--- config.mk ---
export PLATFORM = sky130hd
export DESIGN_NAME = sig_dump_monitor
export DESIGN_NICKNAME = d
export VERILOG_FILES = /design/src/rtl/sig_monitor_pkg.sv /design/src/rtl/sig_dump_monitor_fifo.sv /design/src/rtl/sig_dump_monitor.sv
export SDC_FILE = /design/constraint.sdc
export NUM_CORES = 1
export LEC_CHECK = 0
export ABC_AREA = 1
export BUFFER_PORTS_ARGS = -buffer_cell sky130_fd_sc_hd__buf_2
export CORE_MARGIN = 4
export CORE_UTILIZATION = 40
export CTS_CLUSTER_DIAMETER = 100
export CTS_CLUSTER_SIZE = 8
export DETAILED_ROUTE_END_ITERATION = 7
export PLACE_DENSITY = 0.7
export SLEW_MARGIN = 20
export SYNTH_ARGS = -nofsm -noshare
export SYNTH_HDL_FRONTEND = slang
export SYNTH_SLANG_ARGS = --single-unit
--- constraint.sdc ---
create_clock -name clk_i -period 5.4 [get_ports clk_i]
set_input_delay 0.81 -clock clk_i [delete_from_list [all_inputs] [get_ports clk_i]]
set_output_delay 0.81 -clock clk_i [all_outputs]
set_load 0.05 [all_outputs]
--- src/rtl/sig_monitor_pkg.sv ---
// Shared types and constants for the signature/dump monitor: decoded write
// addresses, FSM states, completion causes and the queued dump record.
package sig_monitor_pkg;

  localparam logic [63:0] ADDR_STOP      = 64'h0000_0000_0000_0000;
  localparam logic [63:0] ADDR_TRAP      = 64'h0000_0000_0000_0008;
  localparam logic [63:0] ADDR_DUMP_INT  = 64'h0000_0000_0000_0010;
  localparam logic [63:0] ADDR_DUMP_FLT  = 64'h0000_0000_0000_0018;

  localparam logic [4:0]  INT_IDX_RST    = 5'd1;
  localparam logic [4:0]  FLT_IDX_RST    = 5'd0;

  typedef enum logic [1:0] {
    ST_RUN   = 2'd0,
    ST_DRAIN = 2'd1,
    ST_DONE  = 2'd2
  } state_t;

  typedef enum logic [1:0] {
    CAUSE_NONE   = 2'b00,
    CAUSE_STOP   = 2'b01,
    CAUSE_SIMLEN = 2'b10
  } cause_t;

  typedef struct packed {
    logic        is_float;
    logic [4:0]  idx;
    logic [63:0] data;
  } dump_rec_t;

endpackage

--- src/rtl/sig_dump_monitor_fifo.sv ---
// Synchronous FIFO for dump records; pointers carry an extra wrap bit so
// full and empty are distinguished without a separate occupancy counter.
module dump_fifo #(
  parameter int unsigned DEPTH = 8,
  parameter type         T     = logic [7:0]
) (
  input  logic clk_i,
  input  logic rst_ni,
  input  logic push_i,
  input  T     data_i,
  input  logic pop_i,
  output T     data_o,
  output logic full_o,
  output logic empty_o
);

  localparam int AW = (DEPTH > 1) ? $clog2(DEPTH) : 1;

  T             mem [DEPTH];
  logic [AW:0]  wr_ptr_q;
  logic [AW:0]  rd_ptr_q;
  logic         do_push;
  logic         do_pop;

  assign empty_o = (wr_ptr_q == rd_ptr_q);
  assign full_o  = (wr_ptr_q[AW] != rd_ptr_q[AW]) &&
                   (wr_ptr_q[AW-1:0] == rd_ptr_q[AW-1:0]);

  // A push into a full queue is allowed when the head leaves on the same edge.
  assign do_pop  = pop_i && !empty_o;
  assign do_push = push_i && (!full_o || do_pop);

  assign data_o  = mem[rd_ptr_q[AW-1:0]];

  always_ff @(posedge clk_i) begin
    if (do_push) begin
      mem[wr_ptr_q[AW-1:0]] <= data_i;
    end
  end

  always_ff @(posedge clk_i or negedge rst_ni) begin
    if (!rst_ni) begin
      wr_ptr_q <= '0;
      rd_ptr_q <= '0;
    end else begin
      if (do_push) begin
        wr_ptr_q <= wr_ptr_q + (AW+1)'(1);
      end
      if (do_pop) begin
        rd_ptr_q <= rd_ptr_q + (AW+1)'(1);
      end
    end
  end

endmodule

--- src/rtl/sig_dump_monitor.sv ---
// Watches SoC memory-port writes for stop/trap/dump addresses, sequences
// RUN -> DRAIN -> DONE, and queues dump records for a downstream consumer.
//
// state    | meaning
// ---------|---------------------------------------------------------------
// ST_RUN   | normal operation; stop, trap and dump writes are decoded
// ST_DRAIN | stop seen; counting down the drain window, writes ignored
// ST_DONE  | terminal until reset; cycle counter frozen, FIFO still drains
module sig_dump_monitor
  import sig_monitor_pkg::*;
#(
  parameter int unsigned STOP_DRAIN_CYCLES = 50,
  parameter int unsigned FIFO_DEPTH        = 8
) (
  input  logic        clk_i,
  input  logic        rst_ni,
  input  logic        mem_req_i,
  input  logic        mem_we_i,
  input  logic [63:0] mem_addr_i,
  input  logic [63:0] mem_wdata_i,
  input  logic [31:0] simlen_i,
  output logic        dump_valid_o,
  input  logic        dump_ready_i,
  output logic        dump_is_float_o,
  output logic [4:0]  dump_idx_o,
  output logic [63:0] dump_data_o,
  output logic        done_o,
  output logic [1:0]  done_cause_o,
  output logic        trap_seen_o,
  output logic [31:0] cycle_cnt_o,
  output logic [15:0] drop_cnt_o
);

  localparam logic [31:0] DRAIN_LOAD = 32'(STOP_DRAIN_CYCLES);

  state_t      state_q;
  state_t      state_d;
  cause_t      cause_q;
  cause_t      cause_d;
  logic [31:0] drain_q;
  logic [31:0] drain_d;
  logic [31:0] cycle_cnt_q;
  logic        done_q;
  logic        trap_q;
  logic [15:0] drop_q;
  logic [4:0]  int_idx_q;
  logic [4:0]  flt_idx_q;

  logic        wr;
  logic        in_run;
  logic        stop_wr;
  logic        trap_wr;
  logic        int_wr;
  logic        flt_wr;
  logic        dump_wr;
  logic        simlen_hit;

  dump_rec_t   push_rec;
  dump_rec_t   head_rec;
  logic        fifo_full;
  logic        fifo_empty;
  logic        pop;
  logic        dropped;

  assign wr         = mem_req_i && mem_we_i;
  assign in_run     = (state_q == ST_RUN);
  assign stop_wr    = wr && (mem_addr_i == ADDR_STOP);
  assign trap_wr    = wr && (mem_addr_i == ADDR_TRAP);
  assign int_wr     = wr && (mem_addr_i == ADDR_DUMP_INT);
  assign flt_wr     = wr && (mem_addr_i == ADDR_DUMP_FLT);
  assign dump_wr    = in_run && (int_wr || flt_wr);
  assign simlen_hit = (simlen_i != 32'd0) && (cycle_cnt_q == simlen_i - 32'd1);

  always_comb begin
    state_d = state_q;
    cause_d = cause_q;
    drain_d = drain_q;
    case (state_q)
      ST_RUN: begin
        // The cycle budget outranks a stop arriving in the same cycle.
        if (simlen_hit) begin
          state_d = ST_DONE;
          cause_d = CAUSE_SIMLEN;
        end else if (stop_wr) begin
          drain_d = DRAIN_LOAD;
          if (DRAIN_LOAD == 32'd0) begin
            state_d = ST_DONE;
            cause_d = CAUSE_STOP;
          end else begin
            state_d = ST_DRAIN;
          end
        end
      end
      ST_DRAIN: begin
        if (simlen_hit) begin
          state_d = ST_DONE;
          cause_d = CAUSE_SIMLEN;
        end else begin
          drain_d = drain_q - 32'd1;
          if (drain_q == 32'd1) begin
            state_d = ST_DONE;
            cause_d = CAUSE_STOP;
          end
        end
      end
      ST_DONE: begin
        state_d = ST_DONE;
      end
      default: begin
        state_d = ST_RUN;
      end
    endcase
  end

  always_ff @(posedge clk_i or negedge rst_ni) begin
    if (!rst_ni) begin
      state_q <= ST_RUN;
      cause_q <= CAUSE_NONE;
      drain_q <= '0;
      done_q  <= 1'b0;
    end else begin
      state_q <= state_d;
      cause_q <= cause_d;
      drain_q <= drain_d;
      done_q  <= (state_d == ST_DONE);
    end
  end

  // The counter holds the index of the last active cycle once DONE is reached.
  always_ff @(posedge clk_i or negedge rst_ni) begin
    if (!rst_ni) begin
      cycle_cnt_q <= '0;
      trap_q      <= 1'b0;
    end else begin
      if ((state_q != ST_DONE) && (state_d != ST_DONE)) begin
        cycle_cnt_q <= cycle_cnt_q + 32'd1;
      end
      if (in_run && trap_wr) begin
        trap_q <= 1'b1;
      end
    end
  end

  always_ff @(posedge clk_i or negedge rst_ni) begin
    if (!rst_ni) begin
      int_idx_q <= INT_IDX_RST;
      flt_idx_q <= FLT_IDX_RST;
      drop_q    <= '0;
    end else begin
      if (in_run && int_wr) begin
        int_idx_q <= int_idx_q + 5'd1;
      end
      if (in_run && flt_wr) begin
        flt_idx_q <= flt_idx_q + 5'd1;
      end
      if (dropped && (drop_q != 16'hFFFF)) begin
        drop_q <= drop_q + 16'd1;
      end
    end
  end

  assign push_rec = '{is_float: flt_wr,
                      idx:      flt_wr ? flt_idx_q : int_idx_q,
                      data:     mem_wdata_i};

  assign pop     = !fifo_empty && dump_ready_i;
  assign dropped = dump_wr && fifo_full && !pop;

  dump_fifo #(
    .DEPTH (FIFO_DEPTH),
    .T     (dump_rec_t)
  ) u_dump_fifo (
    .clk_i   (clk_i),
    .rst_ni  (rst_ni),
    .push_i  (dump_wr),
    .data_i  (push_rec),
    .pop_i   (pop),
    .data_o  (head_rec),
    .full_o  (fifo_full),
    .empty_o (fifo_empty)
  );

  assign dump_valid_o    = !fifo_empty;
  assign dump_is_float_o = head_rec.is_float;
  assign dump_idx_o      = head_rec.idx;
  assign dump_data_o     = head_rec.data;
  assign done_o          = done_q;
  assign done_cause_o    = cause_q;
  assign trap_seen_o     = trap_q;
  assign cycle_cnt_o     = cycle_cnt_q;
  assign drop_cnt_o      = drop_q;

endmodule

Word-level counts from Yosys, hierarchy flattened
Memory sizes are Yosys's and may differ from the RTL's.
Cells that the tools add are included.
{"block": "word_totals", "mem_bits_rw": 560, "out_inout_bits": 123, "latch_bits": 0, "reg_bits": 104, "romBits": 0, "input_bits": 165, "memories": 1}
{"memory": "u_dump_fifo.mem", "depth": 8, "width": 70, "read_ports": 1, "rd_ports_with_merged_regs": 0, "write_ports": 1, "line": "sig_dump_monitor_fifo.sv:19", "rtl": "T mem [DEPTH];"}
{"block": "classes", "n_addsub": 8, "n_div": 0, "n_lt_le_gt_ge": 0, "n_shift": 0, "n_bitwise": 0, "n_reduce_logical": 29, "mux": 16, "n_eq_ne": 19, "mul": 0}
{"op": "== test 64 x 5 -> 1 bit (second input constant)", "count": 2}
{"op": "two-way mux 32 bit", "count": 3}
{"op": "== test 64 x 4 -> 1 bit (second input constant)", "count": 1}
{"op": "logical NOT 64 bit", "count": 1}
{"op": "one-hot mux 32 bit (2 select lines)", "count": 1}
{"op": "subtractor 32 x 1 -> 32 bit (second input constant)", "count": 2}
{"op": "adder 32 x 1 -> 32 bit (second input constant)", "count": 1}
{"op": "== test 32 x 1 -> 1 bit (second input constant)", "count": 1}
{"op": "== test 32 bit", "count": 1}
{"op": "nonzero test 32 bit", "count": 1}
{"op": "logical AND 1 bit", "count": 18}
{"op": "adder 16 x 1 -> 16 bit (second input constant)", "count": 1}
{"op": "!= test 16 bit (second input constant)", "count": 1}
{"op": "two-way mux 2 bit", "count": 7}
{"op": "adder 5 x 1 -> 5 bit (second input constant)", "count": 2}
{"op": "adder 4 x 1 -> 4 bit (second input constant)", "count": 2}
{"op": "!= test 2 bit (second input constant)", "count": 4}
{"op": "one-hot mux 2 bit (3 select lines)", "count": 1}
{"op": "two-way mux 5 bit", "count": 1}
{"op": "== test 2 bit (second input constant)", "count": 2}
{"op": "== test 4 bit", "count": 1}
{"op": "!= test 2 x 1 -> 1 bit (second input constant)", "count": 2}
{"op": "one-hot mux 2 bit (2 select lines)", "count": 1}
{"op": "AND reduction 4 bit", "count": 1}
{"op": "other kinds (10)", "count": 14}

Logic depth before layout (Yosys ltp)
{"block": "depth", "ltp_word": 8, "mapped_depth": 20, "ltp_nobuf": 19}

By module
Synthesis repeated with hierarchy kept, for this count alone.
{"block": "unflattened", "hier_cells": 2866, "area_unflattened_um2": 29692.2}
{"module": "dump_fifo", "instances": 1, "cells_per_inst": 1660, "area_each_um2": 21979.8}
{"module": "sig_dump_monitor", "instances": 1, "cells_per_inst": 1206, "area_each_um2": 7712.4}

Least setup slack after synthesis
Ideal clock, no wire load.
{"block": "synth_path", "path_kind": "input-to-reg", "startpoint": "in mem_addr_i[25]", "endpoint": "mem u_dump_fifo.mem[0][0] in the netlist's numbering, enable pin", "t_arrival_ns": 5.098, "required_ns": 4.901, "stages": 9, "setup_slack_ns": -0.197, "path_buffers": 0, "path_cell_list": "nor2_1 nand4_1 or2_2 nor3_1 nand3_1 nand3b_1 nand2_1 nand3_1 nor2_1"}
{"block": "synth_between", "elab_chain_len": 7, "word_cells_on_any_way": 9, "classes_between": "2 x eq/ne; 2 x mux; 5 x reduce/logical"}
{"element": "start: declaration", "line": "sig_dump_monitor.sv:19", "rtl": "input logic [63:0] mem_addr_i,"}
{"element": "== test 64 x 5 -> 1 bit (on tied branches)", "line": "sig_dump_monitor.sv:69, sig_dump_monitor.sv:70"}
{"element": "logical AND 1 bit (on tied branches)", "line": "sig_dump_monitor.sv:69, sig_dump_monitor.sv:70"}
{"element": "logical OR 1 bit (*)", "line": "sig_dump_monitor.sv:71", "rtl": "assign dump_wr = in_run && (int_wr || flt_wr);"}
{"element": "logical AND 1 bit (*)", "line": "sig_dump_monitor.sv:71"}
{"element": "logical AND 1 bit (*)", "line": "sig_dump_monitor_fifo.sv:31", "rtl": "assign do_push = push_i && (!full_o || do_pop);"}
{"element": "two-way mux 1 bit (*)", "line": "sig_dump_monitor_fifo.sv:36", "rtl": "if (do_push) begin"}
{"element": "two-way mux 1 bit (not written as such) (*)", "line": "sig_dump_monitor_fifo.sv:37", "rtl": "mem[wr_ptr_q[AW-1:0]] <= data_i;"}
{"element": "end: declaration", "line": "sig_dump_monitor_fifo.sv:19"}
Every way passes the cells marked *; elsewhere a longest branch is shown, timed or not.

Worst setup path after layout
{"block": "layout_path", "startpoint": "reg u_dump_fifo.rd_ptr_q[1]", "endpoint": "out dump_data_o[10]"}
{"block": "layout_between", "elab_chain_len": 1}
{"element": "start: declaration", "line": "sig_dump_monitor_fifo.sv:21", "rtl": "logic [AW:0] rd_ptr_q;"}
{"element": "start signal: assignment", "line": "sig_dump_monitor_fifo.sv:50", "rtl": "rd_ptr_q <= rd_ptr_q + (AW+1)'(1);"}
{"element": "memory (8 x 70 bit)"}
{"element": "end: declaration", "line": "sig_dump_monitor.sv:26", "rtl": "output logic [63:0] dump_data_o,"}
Every way passes these cells.

==> impl_metrics.toml <==
[clock_tree]
post-cts-setup-buffers = 0
cts.path.max_buffers = 3
cts_hold_buf = 0
cts_made_buffers = 94
cts.sinks = 664
cts_tree = "done"
clk_pin_slew_worst_paths_ns = 0.05
cts-root-buf = "clkbuf_16"
clock_latency_ns = 0.64
h-tree-depth = 3
cts_resized = 0

[power]
power_mw = 16.38
power_leakage_nw = 13.13
cellPowerDensity_mw_per_mm2 = 472.0
peakVddDrop_mv = 0.4753

[critical_path]
cpMaxStageDelayCell = "dfrtp_4"
regToRegSetupSlack_ns = 1.47
r2r_cells = 10
crit_chain = "buf_4, o21ai_0, o22ai_1, nor2_1, a31oi_1, buf_2"
worstPathRequired_ns = 4.59
path_class = "reg -> out"
reg2reg_from = "u_dump_fifo.rd_ptr_q[1]"
slowest_delay_ns = 1.03
critPathCaptureType = "output port"
worstPathMaxFanout = 79
worst-path-buf-inv = 2
r2r_end = "u_dump_fifo.mem[3][43]"
cp-start-kind = "register"
path_delay_family = "buffers and inverters"
worstPathArrival_ns = 3.82

[grt]
grt_max_degree = 245
grt.overflow.total = 0
grt_pass1_wl_mm = 113.8
antenna_found_initial = 8
grt_pass1_vias = 20591
globalRouteTotalUtil_pct = 18.07

[place]
gp_congestion = 0.8879
port_buffers = 287
placedInstanceArea_mm2 = 0.03204
dpl.hpwl_mm = 44.51

[layout]
area_growth_pct = 17.50
nets = 3271
final_core_util_pct = 47.49
drive_above_1_share_pct = 15.45
stdcell_area_mm2 = 0.03471

[min_path]
hold_path.class = "in -> async"

[logic_synthesis]
synth_edf_count = 560
synth_common_cells = "679 x nor2_1, 560 x edfxtp_1, 397 x nand2_1, 326 x o21ai_0, 114 x clkbuf_1"
yosysTopAreaCell = "edfxtp_1"
avgSynthCellArea_um2 = 10.45
ys_warn_count = 0
yosys_most_used_dff = "edfxtp_1"
synth-seq-area-share_pct = 65.74
ys_types = 42
synth-seq-cells = 664
async_flop_share_pct = 15.66
synth_top_area_share_pct = 56.93
synthTopCellsByArea = "edfxtp_1 57%, dfrtp_1 8.7%, nor2_1 8.6%, o21ai_0 5.5%, nand2_1 5.0%"
syn_area_mm2 = 0.02954
synth.most_common_cell = "nor2_1"
syn_inst = 2826
syn_nets = 3001

[die]
io_pins = 288
start_util_pct = 40.42
coreArea_mm2 = 0.07308
num_rows = 99
die_h_um = 279.8
die_w_um = 279.8
dieArea_mm2 = 0.07826

[sta]
fin_crit_sh_pct = 85.76
slew_headroom_pct = 24.98
setup_viol = 0
slew_viol_final = 0
max_freq_mhz = 215.9
hold_viol = 0
clock_skew_ns = 0.04542
tightest_slew_ns = 1.125
finalCriticalPeriod_ns = 4.631
rsz0062_at_grt = "false"

[drt]
dr_wl_met2_mm = 35.81
drtIter0Drc = 1747
wl_mm = 72.48
ant_nets = 0
wl_met1_mm = 30.83
top_layer = "met5"
wl_met3_mm = 4.491
drt_pass1_iterations = 5
drc_errors = 0
vias = 21186
viasPerCell = 5.180
wl_per_cell_um = 17.72

[run]
max_cap_violations = 0

[run_status]
outcome = "finished clean"
[sequential cells by signal, summed over array words and instances, names as in the netlist]
name / count
trap_seen_o: 1
u_dump_fifo.rd_ptr_q: 4
drop_cnt_o: 16
done_o: 1
done_cause_o: 2
state_q: 2
u_dump_fifo.wr_ptr_q: 4
u_dump_fifo.mem: 560
drain_q: 32
int_idx_q: 5
cycle_cnt_o: 32
flt_idx_q: 5
[worst max path at each step]
| stage | start | slack, ns | cells past startpoint | to |
|---|---|---|---|---|
| after global routing | u_dump_fifo.rd_ptr_q[1] | 0.65 | 6 | dump_data_o[10] |
| final | u_dump_fifo.rd_ptr_q[1] | 0.77 | 6 | dump_data_o[10] |
| after detailed placement | mem_addr_i[19] | 1.06 | 12 | u_dump_fifo.mem[3][40] |
| after CTS | u_dump_fifo.rd_ptr_q[1] | 0.80 | 7 | dump_data_o[10] |
| after global placement | mem_addr_i[19] | 1.16 | 12 | u_dump_fifo.mem[3][40] |
| after floorplan | mem_addr_i[25] | -0.20 | 9 | u_dump_fifo.mem[0][0] |
[placed cells by master, fill, tap and decap left out, drive strengths merged, types with 70 or more instances in the layout]
master,netlist,layout
a31oi,70,70
dfrtp,103,103
clkbuf,115,118
nand2,406,406
nand3,102,102
o22ai,70,70
nor2,693,693
o21ai,335,335
xor2,84,84
inv,115,116
buf,22,311
edfxtp,560,560
[final cells by class]
class                      count  area [um2]
multi-input combinational   1908        9164
antenna                        4       10.01
sequential                   664       19430
clock buffer                 118        2452
clock inverter                 9       210.2
tap                          959        1200
fill                        6609       38370
inverter                     117       451.7
timing repair buffer         311        1794
[report_power, final]
part / internal, mW / total (mW) / leakage, nW / switching [mW]
registers: 5.58 / 5.74 / 6.27 / 0.161
clock network: 3.21 / 5.28 / 1.28 / 2.08
logic: 1.28 / 5.36 / 5.59 / 4.08
total: 10.1 / 16.4 / 13.1 / 6.31
[routing by layer]
metal,track usage [%],vias up
met5,0,-
met4,4.678,10
met3,3.692,98
met2,31.24,587
met1,23.39,10186
li1,-,10305
[kinds of logic after synthesis]
group | Yosys count | share of synthesized area, %
fa+ha+maj | 10 | 0.4235
compound gates | 482 | 8.895
flops | 664 | 65.74
simple gates | 1308 | 18.28
buf+inv | 254 | 3.443
xor+xnor | 106 | 3.143
mux | 2 | 0.07623
[stage by stage]
stage          hold WS [ns]  cells  setup WS (ns)  TNS, ns
5_1_grt              0.3541   4086         0.6456        0
6_report             0.3133   4090         0.7689        0
4_1_cts              0.3077   4086         0.8032        0
2_1_floorplan        0.4416   2826        -0.1968  -110.23
3_5_place_dp         0.4628   3959          1.058        0
3_3_place_gp         0.4558   3959          1.159        0
No activity file was read; power rests on OpenSTA's default activity.
